File: src/rtl/reg_file_8x8.sv
// ============================================================================
// Module   : reg_file_8x8
// Summary  : 8 x 8-bit register file, one synchronous write port, two
//            combinational read ports, per-entry valid bits, write counter.
//            Optional write-to-read forwarding: define REG_BYPASS_EN.
// Revision : 1.0
// ============================================================================
`default_nettype none

module reg_file_8x8 #(
  parameter int DATA_WIDTH = 8,
  parameter int ADDR_WIDTH = 3
) (
  input  logic                  clk,
  input  logic                  reset,
  input  logic [DATA_WIDTH-1:0] in,
  input  logic [ADDR_WIDTH-1:0] inaddress,
  input  logic                  write,
  input  logic [ADDR_WIDTH-1:0] out1address,
  input  logic [ADDR_WIDTH-1:0] out2address,
  output logic [DATA_WIDTH-1:0] regout1,
  output logic [DATA_WIDTH-1:0] regout2,
  output logic                  out1valid,
  output logic                  out2valid,
  output logic [7:0]            wrcount
);

  localparam int c_DEPTH = 1 << ADDR_WIDTH;

  logic [DATA_WIDTH-1:0] r_regs [c_DEPTH];
  logic [c_DEPTH-1:0]    r_valid;
  logic [7:0]            r_wrcount;
  logic [c_DEPTH-1:0]    w_wr_sel;
  logic                  w_fwd1;
  logic                  w_fwd2;

  // Full one-hot write decode; every address maps to a register.
  always_comb begin
    w_wr_sel = '0;
    for (int i = 0; i < c_DEPTH; i++) begin
      if (write && (inaddress == ADDR_WIDTH'(i))) begin
        w_wr_sel[i] = 1'b1;
      end
    end
  end

  generate
    for (genvar g = 0; g < c_DEPTH; g++) begin : g_reg
      always_ff @(posedge clk) begin
        if (reset) begin
          r_regs[g]  <= '0;
          r_valid[g] <= 1'b0;
        end else if (w_wr_sel[g]) begin
          r_regs[g]  <= in;
          r_valid[g] <= 1'b1;
        end
      end
    end
  endgenerate

  always_ff @(posedge clk) begin
    if (reset) begin
      r_wrcount <= 8'd0;
    end else if (write) begin
      r_wrcount <= r_wrcount + 8'd1;
    end
  end

`ifdef REG_BYPASS_EN
  // A reset cycle discards the write, so it must not be forwarded either.
  assign w_fwd1 = write && !reset && (out1address == inaddress);
  assign w_fwd2 = write && !reset && (out2address == inaddress);
`else
  assign w_fwd1 = 1'b0;
  assign w_fwd2 = 1'b0;
`endif

  assign regout1   = w_fwd1 ? in : r_regs[out1address];
  assign regout2   = w_fwd2 ? in : r_regs[out2address];
  assign out1valid = w_fwd1 | r_valid[out1address];
  assign out2valid = w_fwd2 | r_valid[out2address];
  assign wrcount   = r_wrcount;

endmodule

`default_nettype wire

File: config.mk
export PLATFORM = sky130hd
export DESIGN_NAME = reg_file_8x8
export DESIGN_NICKNAME = d
export VERILOG_FILES = /design/src/rtl/reg_file_8x8.sv
export SDC_FILE = /design/constraint.sdc
export NUM_CORES = 1
export LEC_CHECK = 0
export CAP_MARGIN = 20
export CELL_PAD_IN_SITES_DETAIL_PLACEMENT = 1
export CELL_PAD_IN_SITES_GLOBAL_PLACEMENT = 2
export CORE_UTILIZATION = 44
export CTS_BUF_LIST = sky130_fd_sc_hd__clkbuf_8 sky130_fd_sc_hd__clkbuf_16
export CTS_CLUSTER_DIAMETER = 80
export DETAILED_ROUTE_END_ITERATION = 12
export GPL_TIMING_DRIVEN = 0
export PLACE_DENSITY_LB_ADDON = 0.1
export SLEW_MARGIN = 5
export SYNTH_ARGS = -nofsm -noshare
export SYNTH_HDL_FRONTEND = slang
export SYNTH_SLANG_ARGS = --single-unit
File: constraint.sdc
create_clock -name clk -period 3.8 [get_ports clk]
set_input_delay 0.38 -clock clk [delete_from_list [all_inputs] [get_ports clk]]
set_output_delay 0.38 -clock clk [all_outputs]
set_load 0.005 [all_outputs]
==> impl_metrics.ini <==
[die]
start_util = 0.457
io-pin-count = 46
die_area_um2 = 10100
fp-row-count = 35
die_y_um = 100
die_w_um = 100
coreArea_um2 = 9330

[place]
dp_hpwl_mm = 7.36
place_congestion = 0.728
place.port_buffers = 38

[setup_path]
worstPathRequired_ns = 3.42
start_kind = input port
endpoint_kind = output pin
reg2reg_from = wrcount[0]
setup.worst_path.class = in -> out
worstPathArrival_ns = 2.26
startpoint = out2address[2]
crit_fanout = 10

[yosys]
yosysSeqAreaShare = 0.526
yosysWarnings = 0
synth_area_um2 = 4260
ys_types = 31
synth.avg_cell_area_um2 = 15.8
syn_inst = 270
syn-num-nets = 291
yosys_register_bits = 80

[routing]
drcViolationCount = 0
wl_per_cell_um = 21.8
ant_nets = 0
num_vias = 2486
first_pass_iters = 4
initialDrtViolationCount = 96
drt-vias-per-instance = 5.44
drt-total-wl_mm = 9.95

[clock_tree]
cts_resized = 0
cts.clk_slew.worst_paths_ns = 0.08
numCtsBuffers = 9
cts_tree = built
htree_levels = 3
cts_buffer_depth = 2
cts_sinks = 80
post_cts_buffers = 0
cts-root-buf = clkbuf_8
clk_latency_ns = 0.35
postCtsHoldBufs = 0

[sta]
fin_crit_sh = 0.695
finalSetupViolCount = 0
fmax_ghz = 0.379
final_max_slew_viol_count = 0
fin_tns_setup_ns = 0
slew_headroom = 0.348
worst_clock_skew_ns = 0.00569
period_needed_ns = 2.64
rsz0062_at_grt = no
finalHoldViolCount = 0
worstMarginPinSlew_ns = 0.970

[grt]
grt_first_pass_wirelength_mm = 15.1
grt_max_degree = 14
grt_pass1_vias = 2564
gr-total-overflow = 0
antenna_found_initial = 0
grt.total_usage = 0.213

[power]
ir_worst_vdd_uv = 204
p_per_area_nw_per_um2 = 379
p_leak_uw = 0.00190

[min_path]
min_path_type = in -> reg
min_from = write

[final_layout]
drive_gt1_frac = 0.155
final_util = 0.538
n_antenna_cell = 0
fin_nets = 345
syn_to_final_growth_pct = 17.9
fillerInstances = 915

[outcome]
status = finished, final reports clean

[job]
cap_violations = 0
==> cell usage in the layout (no fill, tap or decap) <==
master           netlist  layout
clkbuf_8               0       9
nor2_2                 3       3
a21o_1                 8       8
nand2b_1               3       3
nand4_1                3       3
nor2_1                 8       8
o21ai_0                9       7
edfxtp_1              64      64
nand3_1                2       2
mux2_2                18      18
a21oi_1                3       3
bufinv_16              0       1
clkinvlp_4             0       1
xnor2_1                1       1
clkdlybuf4s50_1        0      38
nor3_1                 1       1
o21ai_1                0       2
xor2_1                 3       3
and2_1                64      64
dfxtp_1               16      16
buf_6                  2       2
nor3_4                 1       1
mux4_1                36      36
or3_1                  3       3
o31ai_2                0       2
inv_1                  1       2
nand3b_1               1       1
mux2i_1                1       1
nand2_1                4       4
clkinv_2               0       2
buf_4                  1       2
buf_1                  2       2
buf_12                 2       2
or3b_1                 1       1
ha_1                   1       1
buf_2                  3       7
inv_6                  0       1
clkbuf_1               3       3
==> path summary, 6_finish.rpt <==
| path | cells after the start | to | slack, ns |
|---|---|---|---|
| worst max-delay path | 5 | regout2[2] | 1.16 |
| worst min-delay path | 3 | wrcount[0] | 0.37 |
| worst max register to register | 4 | wrcount[6] | 2.54 |
| worst min register to register | 1 | r_valid[5] | 0.48 |
==> cell families (layout without fill, tap and decap cells) <==
group | after synthesis | in the layout | synth area share
muxes | 55 | 55 | 0.272
AOI/OAI and AO/OA | 22 | 22 | 0.0317
buffers and inverters | 14 | 72 | 0.0253
xor gates and xnor gates | 4 | 4 | 0.00823
and+or+nand+nor | 94 | 94 | 0.133
DFF | 80 | 80 | 0.526
adders and majority gates | 1 | 1 | 0.00294
==> sequential cells by signal, summed over array words and instances (netlist names) <==
signal   count
wrcount      8
r_regs      64
r_valid      8
==> final cells by class <==
type,count,area (um2),share of cell area
repair buffers,43,408,0.0812
clock buffers,9,124,0.0247
clock inverters,6,60.1,0.0120
multi-input cells,176,1920,0.382
plain buffers,13,104,0.0207
well taps,129,161,0.0321
inverters,1,3.75,0.000747
flip-flops and latches,80,2240,0.446
==> power by group <==
part	internal (uW)	total [uW]	switching (uW)	leakage, uW
clock network	298	603	306	0.0000967
registers	997	1020	25.7	0.000749
logic	160	277	116	0.00106
total	1450	1900	447	0.00190
==> synth_stat cells <==
master	instances	area [um2]
nor2_2	3	18.8
buf_6	2	22.5
and2_1	64	400
buf_12	2	40.0
nor2_1	8	30.0
nand2_1	4	15.0
mux4_1	36	946
a21o_1	8	60.1
nand3b_1	1	7.51
xnor2_1	1	8.76
or3b_1	1	8.76
buf_2	3	15.0
nand4_1	3	18.8
nand2b_1	3	18.8
or3_1	3	18.8
nor3_4	1	16.3
a21oi_1	3	15.0
xor2_1	3	26.3
nor3_1	1	5.00
edfxtp_1	64	1920
buf_4	1	7.51
mux2i_1	1	10.0
ha_1	1	12.5
dfxtp_1	16	320
mux2_2	18	203
o21ai_0	9	45.0
clkbuf_1	3	11.3
nand3_1	2	10.0
buf_1	2	7.51
o31ai_1	2	15.0
inv_1	1	3.75
==> routing by layer <==
metal  part of all wire  track usage  routed length (um)  vias up
met5                  0            0                   0        -
met4              0.012       0.0736                 116        0
li1                   -            -                   -     1175
met2               0.52        0.383                5190       68
met1               0.42        0.267                4210     1234
met3              0.044       0.0230                 441        9
==> per-stage QoR <==
stage	area [um2]	setup WS (ns)	hold WS (ns)	cells	total power, uW
global placement	4800	1.03	0.443	437	1310
floorplan	4260	1.98	0.432	270	1180
global route	5020	1.06	0.376	457	1970
detailed placement	4840	1.11	0.462	442	1330
finish	5020	1.16	0.367	457	1900
CTS	5020	1.10	0.366	457	1920
==> worst max-delay path, stage by stage <==
cell and delay, ns:
clkbuf_1 0.40, buf_2 0.36, mux4_1 0.34, mux2_2 0.31
clkdlybuf4s50_1 0.46
(Power assumes the default switching activity.)
